==> src/rtl/gb_cpu_common_pkg.sv <==
// Shared types and constants for the Game Boy CPU fetch/interrupt front end.
package gb_cpu_common_pkg;

  localparam int unsigned INT_COUNT = 5;
  localparam int unsigned IDX_W     = 3;
  localparam int unsigned BYTE_W    = 8;
  localparam logic [BYTE_W-1:0] ISR_VECTOR_BASE = 8'h40;

  typedef enum logic {
    ST_RUN  = 1'b0,
    ST_HALT = 1'b1
  } fetch_state_e;

  // Each interrupt source owns an 8-byte slot above the vector base.
  function automatic logic [BYTE_W-1:0] isr_vector_of(input logic [IDX_W-1:0] idx);
    return ISR_VECTOR_BASE + {2'b00, idx, 3'b000};
  endfunction

endpackage

==> src/rtl/gb_cpu_int_prio.sv <==
// Fixed-priority interrupt encoder: the lowest set pending bit wins.
module gb_cpu_int_prio
  import gb_cpu_common_pkg::*;
(
  input  logic [INT_COUNT-1:0] pending,
  output logic                 valid,
  output logic [IDX_W-1:0]     index
);

  always_comb begin
    valid = |pending;
    index = '0;
    // Scan from the top so the lowest set bit is the final assignment.
    for (int i = INT_COUNT - 1; i >= 0; i--) begin
      if (pending[i]) index = IDX_W'(i);
    end
  end

endmodule

==> src/rtl/gb_cpu_fetch_ctrl.sv <==
// Instruction fetch latch with interrupt dispatch, EI delay, HALT and the halt bug.
module gb_cpu_fetch_ctrl
  import gb_cpu_common_pkg::*;
(
  input  logic                 clk,
  input  logic                 reset,
  input  logic                 fetch_valid,
  input  logic [BYTE_W-1:0]    data_in,
  input  logic                 cb_next,
  input  logic                 ei_req,
  input  logic                 di_req,
  input  logic                 reti_req,
  input  logic                 halt_req,
  input  logic [INT_COUNT-1:0] int_enable,
  input  logic [INT_COUNT-1:0] int_flag,
  output logic [BYTE_W-1:0]    opcode,
  output logic                 cb_prefix,
  output logic                 isr_cmd,
  output logic [BYTE_W-1:0]    isr_vector,
  output logic [INT_COUNT-1:0] int_ack,
  output logic                 ime,
  output logic                 halted,
  output logic                 pc_inc
);

  fetch_state_e state, state_nxt;

  logic                 ime_delay, ime_delay_nxt;
  logic                 halt_bug, halt_bug_nxt;
  logic [BYTE_W-1:0]    opcode_nxt;
  logic                 cb_prefix_nxt;
  logic                 isr_cmd_nxt;
  logic [BYTE_W-1:0]    isr_vector_nxt;
  logic [INT_COUNT-1:0] int_ack_nxt;
  logic                 ime_nxt;
  logic                 halted_nxt;
  logic                 pc_inc_nxt;

  logic [INT_COUNT-1:0] pending;
  logic                 pend_valid;
  logic [IDX_W-1:0]     pend_index;
  logic                 ime_eff;
  logic                 dispatch;

  assign pending = int_enable & int_flag;

  gb_cpu_int_prio u_int_prio (
    .pending (pending),
    .valid   (pend_valid),
    .index   (pend_index)
  );

  // A pending EI counts as enabled for the fetch that retires it; DI masks at once.
  assign ime_eff  = (ime | ime_delay) & ~di_req;
  assign dispatch = ime_eff & pend_valid & ~cb_next;

  always_ff @(posedge clk) begin
    if (reset) begin
      state      <= ST_RUN;
      opcode     <= '0;
      cb_prefix  <= 1'b0;
      isr_cmd    <= 1'b0;
      isr_vector <= ISR_VECTOR_BASE;
      int_ack    <= '0;
      ime        <= 1'b0;
      ime_delay  <= 1'b0;
      halted     <= 1'b0;
      pc_inc     <= 1'b1;
      halt_bug   <= 1'b0;
    end else begin
      state      <= state_nxt;
      opcode     <= opcode_nxt;
      cb_prefix  <= cb_prefix_nxt;
      isr_cmd    <= isr_cmd_nxt;
      isr_vector <= isr_vector_nxt;
      int_ack    <= int_ack_nxt;
      ime        <= ime_nxt;
      ime_delay  <= ime_delay_nxt;
      halted     <= halted_nxt;
      pc_inc     <= pc_inc_nxt;
      halt_bug   <= halt_bug_nxt;
    end
  end

  always_comb begin
    state_nxt      = state;
    opcode_nxt     = opcode;
    cb_prefix_nxt  = cb_prefix;
    isr_cmd_nxt    = isr_cmd;
    isr_vector_nxt = isr_vector;
    int_ack_nxt    = '0;
    ime_nxt        = ime;
    ime_delay_nxt  = ime_delay;
    halted_nxt     = halted;
    pc_inc_nxt     = pc_inc;
    halt_bug_nxt   = halt_bug;

    if (state == ST_RUN) begin
      if (halt_req) begin
        // HALT with IME clear and an interrupt already pending falls into the halt bug.
        if (ime || !pend_valid) begin
          state_nxt  = ST_HALT;
          halted_nxt = 1'b1;
        end else begin
          halt_bug_nxt = 1'b1;
        end
      end else if (fetch_valid) begin
        if (dispatch) begin
          opcode_nxt     = '0;
          cb_prefix_nxt  = 1'b0;
          isr_cmd_nxt    = 1'b1;
          isr_vector_nxt = isr_vector_of(pend_index);
          pc_inc_nxt     = 1'b0;
          int_ack_nxt    = INT_COUNT'(1) << pend_index;
          ime_nxt        = 1'b0;
          ime_delay_nxt  = 1'b0;
        end else begin
          opcode_nxt    = data_in;
          cb_prefix_nxt = cb_next;
          isr_cmd_nxt   = 1'b0;
          pc_inc_nxt    = ~halt_bug;
          halt_bug_nxt  = 1'b0;
          if (ime_delay) begin
            ime_nxt       = 1'b1;
            ime_delay_nxt = 1'b0;
          end
        end
      end
    end else if (pend_valid) begin
      state_nxt  = ST_RUN;
      halted_nxt = 1'b0;
    end

    // Sequencer pulses applied last so DI overrides EI and RETI.
    if (ei_req)   ime_delay_nxt = 1'b1;
    if (reti_req) ime_nxt       = 1'b1;
    if (di_req) begin
      ime_nxt       = 1'b0;
      ime_delay_nxt = 1'b0;
    end
  end

endmodule

==> config.mk <==
export PLATFORM = sky130hd
export DESIGN_NAME = gb_cpu_fetch_ctrl
export DESIGN_NICKNAME = d
export VERILOG_FILES = /design/src/rtl/gb_cpu_common_pkg.sv /design/src/rtl/gb_cpu_int_prio.sv /design/src/rtl/gb_cpu_fetch_ctrl.sv
export SDC_FILE = /design/constraint.sdc
export NUM_CORES = 1
export LEC_CHECK = 0
export ABC_AREA = 0
export CORE_MARGIN = 3
export CORE_UTILIZATION = 30
export CTS_CLUSTER_DIAMETER = 40
export CTS_CLUSTER_SIZE = 28
export DETAILED_ROUTE_END_ITERATION = 10
export PLACE_DENSITY = 0.67
export SLEW_MARGIN = 0
export SYNTH_ARGS = -nofsm -noshare
export SYNTH_HDL_FRONTEND = slang
export SYNTH_SLANG_ARGS = --single-unit
==> constraint.sdc <==
create_clock -name clk -period 6 [get_ports clk]
set_input_delay 0.6 -clock clk [delete_from_list [all_inputs] [get_ports clk]]
set_output_delay 0.6 -clock clk [all_outputs]
set_load 0.005 [all_outputs]
==> flow_summary.yaml <==
final_layout:
  layout_common_cells: "clkdlybuf4s50_1 (46), nand2_1 (28), dfxtp_1 (24), a21oi_1 (18)"
  num-nets-final: 188
  fillers: 297
  multi_input_area_sq_um: 430
  final_layout_size_suffix_gt1_share_pct: 4.35
  final_cells: 203
  fin_area_sq_um: 1470
  syn2layout_area_growth_pct: 52.3
  final_util_pct: 50.7
  ff_latch_area_sq_um: 480
  diodes: 0
  layout_commonest_cell: "clkdlybuf4s50_1"
global_route:
  grt_pass1_vias: 864
  grt.total_usage_pct: 12.1
  antenna_found_initial: 0
  grt_max_degree: 17
  grt_overflow: 0
  grt_pass1_wl_mm: 3.84
critical_path:
  r2r-end: "opcode[3]"
  crit_path_cell_trace: "clkdlybuf4s50_1 > or3b_1 > or4_1 > o21ai_2 > a21oi_1"
  end_kind: "flop"
  r2r.worst_path.cells: 4
  path_buf_inv: 1
  cp_top_family: "simple AND/OR/NAND/NOR gates"
  rrSetupSlack_ps: 3810
  critical-path-slowest-cell: "or4_1"
  required_ps: 6190
  critPathKind: "primary input to flop"
  cp-start-kind: "primary input"
  critPathMaxFanout: 16
  arrival_ps: 2820
  r2r_start: "state"
  cp_slowest_stage_delay_ps: 660
sta:
  setup_slack_ps: 3370
  hold_violations: 0
  whs_ps: 462
  fmax_ghz: 0.380
  final-setup-viol-count: 0
  slew_headroom_pct: 26.0
  period_minus_slack_ps: 2630
  slew_violations: 0
  skew_ps: 10.9
  grt_setup_unrepaired: "no"
  min_period_over_period_pct: 43.9
  tns_ps: 0
  worst_pin_slew_ps: 1110
placed_design:
  place_congestion: 0.890
  dp.cells: 199
  placed_area_sq_um: 1440
  pre_cts_slack_ps: 3020
  port_buffers: 46
  dpl.hpwl_mm: 1.95
floorplanning:
  fp.dieArea_sq_um: 3940
  core_region_area_sq_um: 2900
  initial_core_util_pct: 33.3
  num_rows: 19
  die_w_microns: 62.7
  ios: 52
  die_h_microns: 62.7
power_and_ir_drop:
  power_density_nw_per_um2: 206
  p_total_uw: 302
  p_leak_nw: 0.525
  ir_worst_vdd_v: 0.0000866
route:
  drt_iter0_markers: 55
  wl_mm: 2.39
  vias_per_cell: 4.70
  drc: 0
  wl_per_cell_microns: 11.8
  firstDrtPassIters: 2
  antenna_left: 0
  vias: 954
clock_network:
  htree_levels: 1
  cts_hold_buf: 0
  cts-resized-gates: 0
  clkTransAtPathRegs_ps: 120
  clock_sinks: 24
  cts_buffer_depth: 2
  cts-root-buf: "clkbuf_4"
  cts_buffers: 3
  clk_latency_ps: 310
  cts_setup_buffers: 0
  cts_tree: "built"
min_path:
  worstHoldStart: "opcode[7]"
  min_to: "opcode[7]"
  whs_path_depth: 2
  min_path_type: "flop to flop"
run_status:
  status: "complete, no violations"
flow_run:
  drv_cap: 0
synth:
  yosysWarnings: 0
  synth-seq-cells: 24
  syn_inst: 117
  synth_seq_area_share_pct: 49.7
  postSynthAreaPerCell_sq_um: 8.26
  synth_cell_type_count: 28
  syn-cell-area_sq_um: 966
## cells in the mapped netlist
| cell type | number | area share, % |
|---|---|---|
| nand4_1 | 2 | 1.3 |
| a32o_1 | 1 | 1.0 |
| a211oi_1 | 2 | 1.6 |
| or3b_1 | 1 | 0.91 |
| o21a_1 | 1 | 0.78 |
| conb_1 | 2 | 0.78 |
| nor3_1 | 5 | 2.6 |
| inv_1 | 3 | 1.2 |
| and4_1 | 1 | 0.91 |
| a21o_1 | 1 | 0.78 |
| or4_1 | 1 | 0.78 |
| or3_4 | 1 | 1.2 |
| a31o_1 | 1 | 0.91 |
| o21ai_1 | 1 | 0.52 |
| buf_2 | 2 | 1.0 |
| o21ai_0 | 3 | 1.6 |
| a21oi_1 | 18 | 9.3 |
| dfxtp_1 | 24 | 50 |
| a22oi_1 | 1 | 0.78 |
| nor2_1 | 4 | 1.6 |
| nor3b_1 | 3 | 2.3 |
| nand2_1 | 28 | 11 |
| nand3_1 | 1 | 0.52 |
| a21oi_2 | 1 | 0.91 |
| nor4_1 | 1 | 0.65 |
| clkbuf_1 | 2 | 0.78 |
| buf_4 | 5 | 3.9 |
| o21ai_2 | 1 | 0.91 |
## power breakdown
part,leakage [nW],internal [mW],switching [mW]
sequential,0.195,0.165,0.00355
clock,0.0210,0.0371,0.0460
combinational,0.308,0.0292,0.0216
total,0.525,0.231,0.0712
## cell type report
cell class,instances,share of cell area [%]
timing repair buffer,46,31.3
tap,42,3.57
inverter,3,0.765
multi-input combinational,84,29.3
clock buffer,4,2.47
sequential,24,32.7
## worst max path at each step
| stage | start | slack (ps) | to | depth (start not counted) |
|---|---|---|---|---|
| 3_3_place_gp | halt_req | 3100 | int_ack[3] | 5 |
| 6_report | halt_req | 3370 | opcode[3] | 5 |
| 3_5_place_dp | halt_req | 3020 | isr_vector[4] | 5 |
| 4_1_cts | halt_req | 3370 | opcode[3] | 5 |
| 5_1_grt | halt_req | 3220 | opcode[6] | 5 |
| 2_1_floorplan | halt_req | 3770 | int_ack[2] | 6 |
## tightest hold or removal path, cell delays in order (launching register included)
cell,delay (ps)
dfxtp_1,330
nand2_1,50
a21oi_1,50
## layer usage
metal | global-route usage (%) | wire length, microns | up-vias
li1 | - | - | 483
met1 | 14.4 | 1070 | 433
met2 | 20.4 | 1120 | 34
met3 | 2.16 | 153 | 4
met4 | 6.61 | 42 | 0
met5 | 0 | 0 | -
## sequential cells by signal, summed over array words and instances (netlist names)
register    count
cb_prefix       1
halt_bug        1
halted          1
ime             1
ime_delay       1
int_ack         5
isr_cmd         1
isr_vector      3
opcode          8
pc_inc          1
state           1
## kinds of logic (layout without fill, tap and decap cells)
logic type             count (synthesis)  in the layout  synth area share (%)
buffers and inverters                 12             53                  6.87
other                                  2              5                 0.777
AO/OA/AOI/OAI                         31             31                  19.0
flip-flops                            24             24                  49.7
AND/OR/NAND/NOR                       48             48                  23.6
Power figures use the tool's default switching activity.
==> RTL edit: new RTL, same settings <==
Reset style: asynchronous (`reset`), changed in one clocked block.
--- a/src/rtl/gb_cpu_fetch_ctrl.sv
+++ b/src/rtl/gb_cpu_fetch_ctrl.sv
@@ -56,3 +56,3 @@
 
-  always_ff @(posedge clk) begin
+  always_ff @(posedge clk or posedge reset) begin
     if (reset) begin
Function: differs if reset is asserted again (counterexample within 4 cycles, from zero or initial values and one cycle with reset high); with reset held inactive, the same outputs for 10 cycles.
==> RTL edit against the unedited design <==
Cell area is 7.9% higher. Non-clock buffer count stayed put. Sequential share of layout area is 5.3 points higher. Synthesized area is 13% higher. First-iteration DRC count is 49% lower. Utilization is 4.2 points lower. Clock skew is 0.0093 ns lower. Sequential cell count stayed put. Setup slack better by 0.012 ns. Final cell count is 0.49% higher. Routed wire length is 9.3% higher. Highest routed layer unchanged.
Power is not compared: it rests on default switching activity, and its combinational part moved more than twofold at a synthesized area within 25%.
==> RTL edit: results (changes against the unedited design) <==
Layout
  – Top flop regs: opcode: 8 flops, int_ack: 5 flops, isr_vector: 3 flops (unchanged)
  – Ant. Diodes: 0 (unchanged)
  – Share of layout cells above drive strength 1: 0.0316 (was 0.0435)
  – # fillers: 343 (was 297)
  – Post-layout net count: 185 (was 188)

GRT
  – Global-route wire length before repair: 4.33 mm (was 3.84 mm)
  – Vias in the first global route: 935 (was 864)
  – Largest net degree at the start of global routing: 25 (was 17)
  – Overall global routing resource usage: 0.129 (was 0.121)

Synthesis
  – Synth top area cells: dfrtp_1 53%, nand2_1 10%, a21oi_1 5.1%, buf_4 3.4%, dfstp_2 2.4% (was dfxtp_1 50%, nand2_1 11%, a21oi_1 9.3%, buf_4 3.9%, nor3_1 2.6%)
  – Ys async rst share: 1.00 (was 0)
  – Post-synth top cells: 30 x nand2_1, 23 x dfrtp_1, 11 x a21oi_1 (was 28 x nand2_1, 24 x dfxtp_1, 18 x a21oi_1)
  – Top_reg_cell synth: dfrtp_1 (was dfxtp_1)
  – Yosys cell types: 31 (was 28)
  – Post-synthesis sequential area ratio: 0.552 (was 0.497)

Placement
  – Place WS: 3.05 ns (was 3.02 ns)
  – RD Place Congestion: 0.754 (was 0.890)
  – DPL Wire Length: 2.12 mm (was 1.95 mm)

Detailed routing
  – Drt wl/cell: 12.8 µm (was 11.8 µm)
  – Initial DRC Count: 28 (was 55)
  – DR vias: 955 (was 954)

Critical path
  – Maximum net fanout on the critical path: 15 (was 16)
  – Arrival time at the worst endpoint: 2.83 ns (was 2.82 ns)

STA
  – Slew at the pin closest to its max-slew limit: 1.19 ns (was 1.11 ns)
  – Clk_skew: 0.00155 ns (was 0.0109 ns)

Status
  – Status: finished clean (unchanged)
[RTL edit: cell types whose count changed after synthesis, moves of 2 or more]
cell and change:
a211oi_1 -2, a21oi_1 -7, a22oi_1 +2, dfrtp_1 +23, dfxtp_1 -24, nand2_1 +2
nand4_1 -2, o22ai_1 +2, or3_1 +2
[RTL edit: cell type report]
cell class                      instances  area, µm²  area share
Inverter                                3       11.3     0.00709
Clock buffer                            4       26.3      0.0165
Sequential cell                        24        602       0.379
Timing Repair Buffer                   46        460       0.290
Tap cell                               46       57.6      0.0362
Multi-Input combinational cell         81        430       0.271
[RTL edit: metal layers]
| metal | share of wire | track usage | wire [µm] | up-vias |
|---|---|---|---|---|
| met5 | 0 | 0 | 0 | - |
| met4 | 0.013 | 0.0457 | 34 | 0 |
| met3 | 0.067 | 0.0374 | 176 | 2 |
| met2 | 0.51 | 0.221 | 1340 | 35 |
| met1 | 0.41 | 0.152 | 1070 | 449 |
| li1 | - | - | - | 469 |
[RTL edit: path summary, 6_finish.rpt]
check / startpoint / end / slack, ns / depth (start not counted)
max: halt_req / isr_vector[3] / 3.38 / 5
min: isr_vector[4] / isr_vector[4] / 0.49 / 1
max reg2reg: state / isr_vector[3] / 3.71 / 4
min reg2reg: isr_vector[4] / isr_vector[4] / 0.49 / 1
max in group asynchronous: reset / int_ack[3] / 4.69 / 2
min in group asynchronous: reset / int_ack[1] / 0.77 / 2
[RTL edit: logic make-up after synthesis]
logic type / Yosys count / synth area share
compound gates: 27 / 0.158
buf+inv: 11 / 0.0631
flops: 24 / 0.552
mux: 1 / 0.0103
other cells: 2 / 0.00689
simple gates: 48 / 0.209
[RTL edit: power by group]
| group | internal (µW) | total (µW) | switching, µW |
|---|---|---|---|
| logic | 127 | 203 | 76.1 |
| registers | 216 | 250 | 33.7 |
| clock network | 26.0 | 71.7 | 45.7 |
| total | 369 | 525 | 156 |
[RTL edit: critical path: stages]
cell and delay (ns):
clkdlybuf4s50_1 0.49, or3b_1 0.59, or3_1 0.58, nor2_8 0.22, mux2_1 0.34
[RTL edit: stage by stage]
step                instances   util  instance area, µm²
CTS                       204  0.465                1590
finish                    204  0.465                1590
floorplan                 116      -                1100
detailed placement        200  0.457                1560
global route              204  0.465                1590
global placement          200  0.457                1560
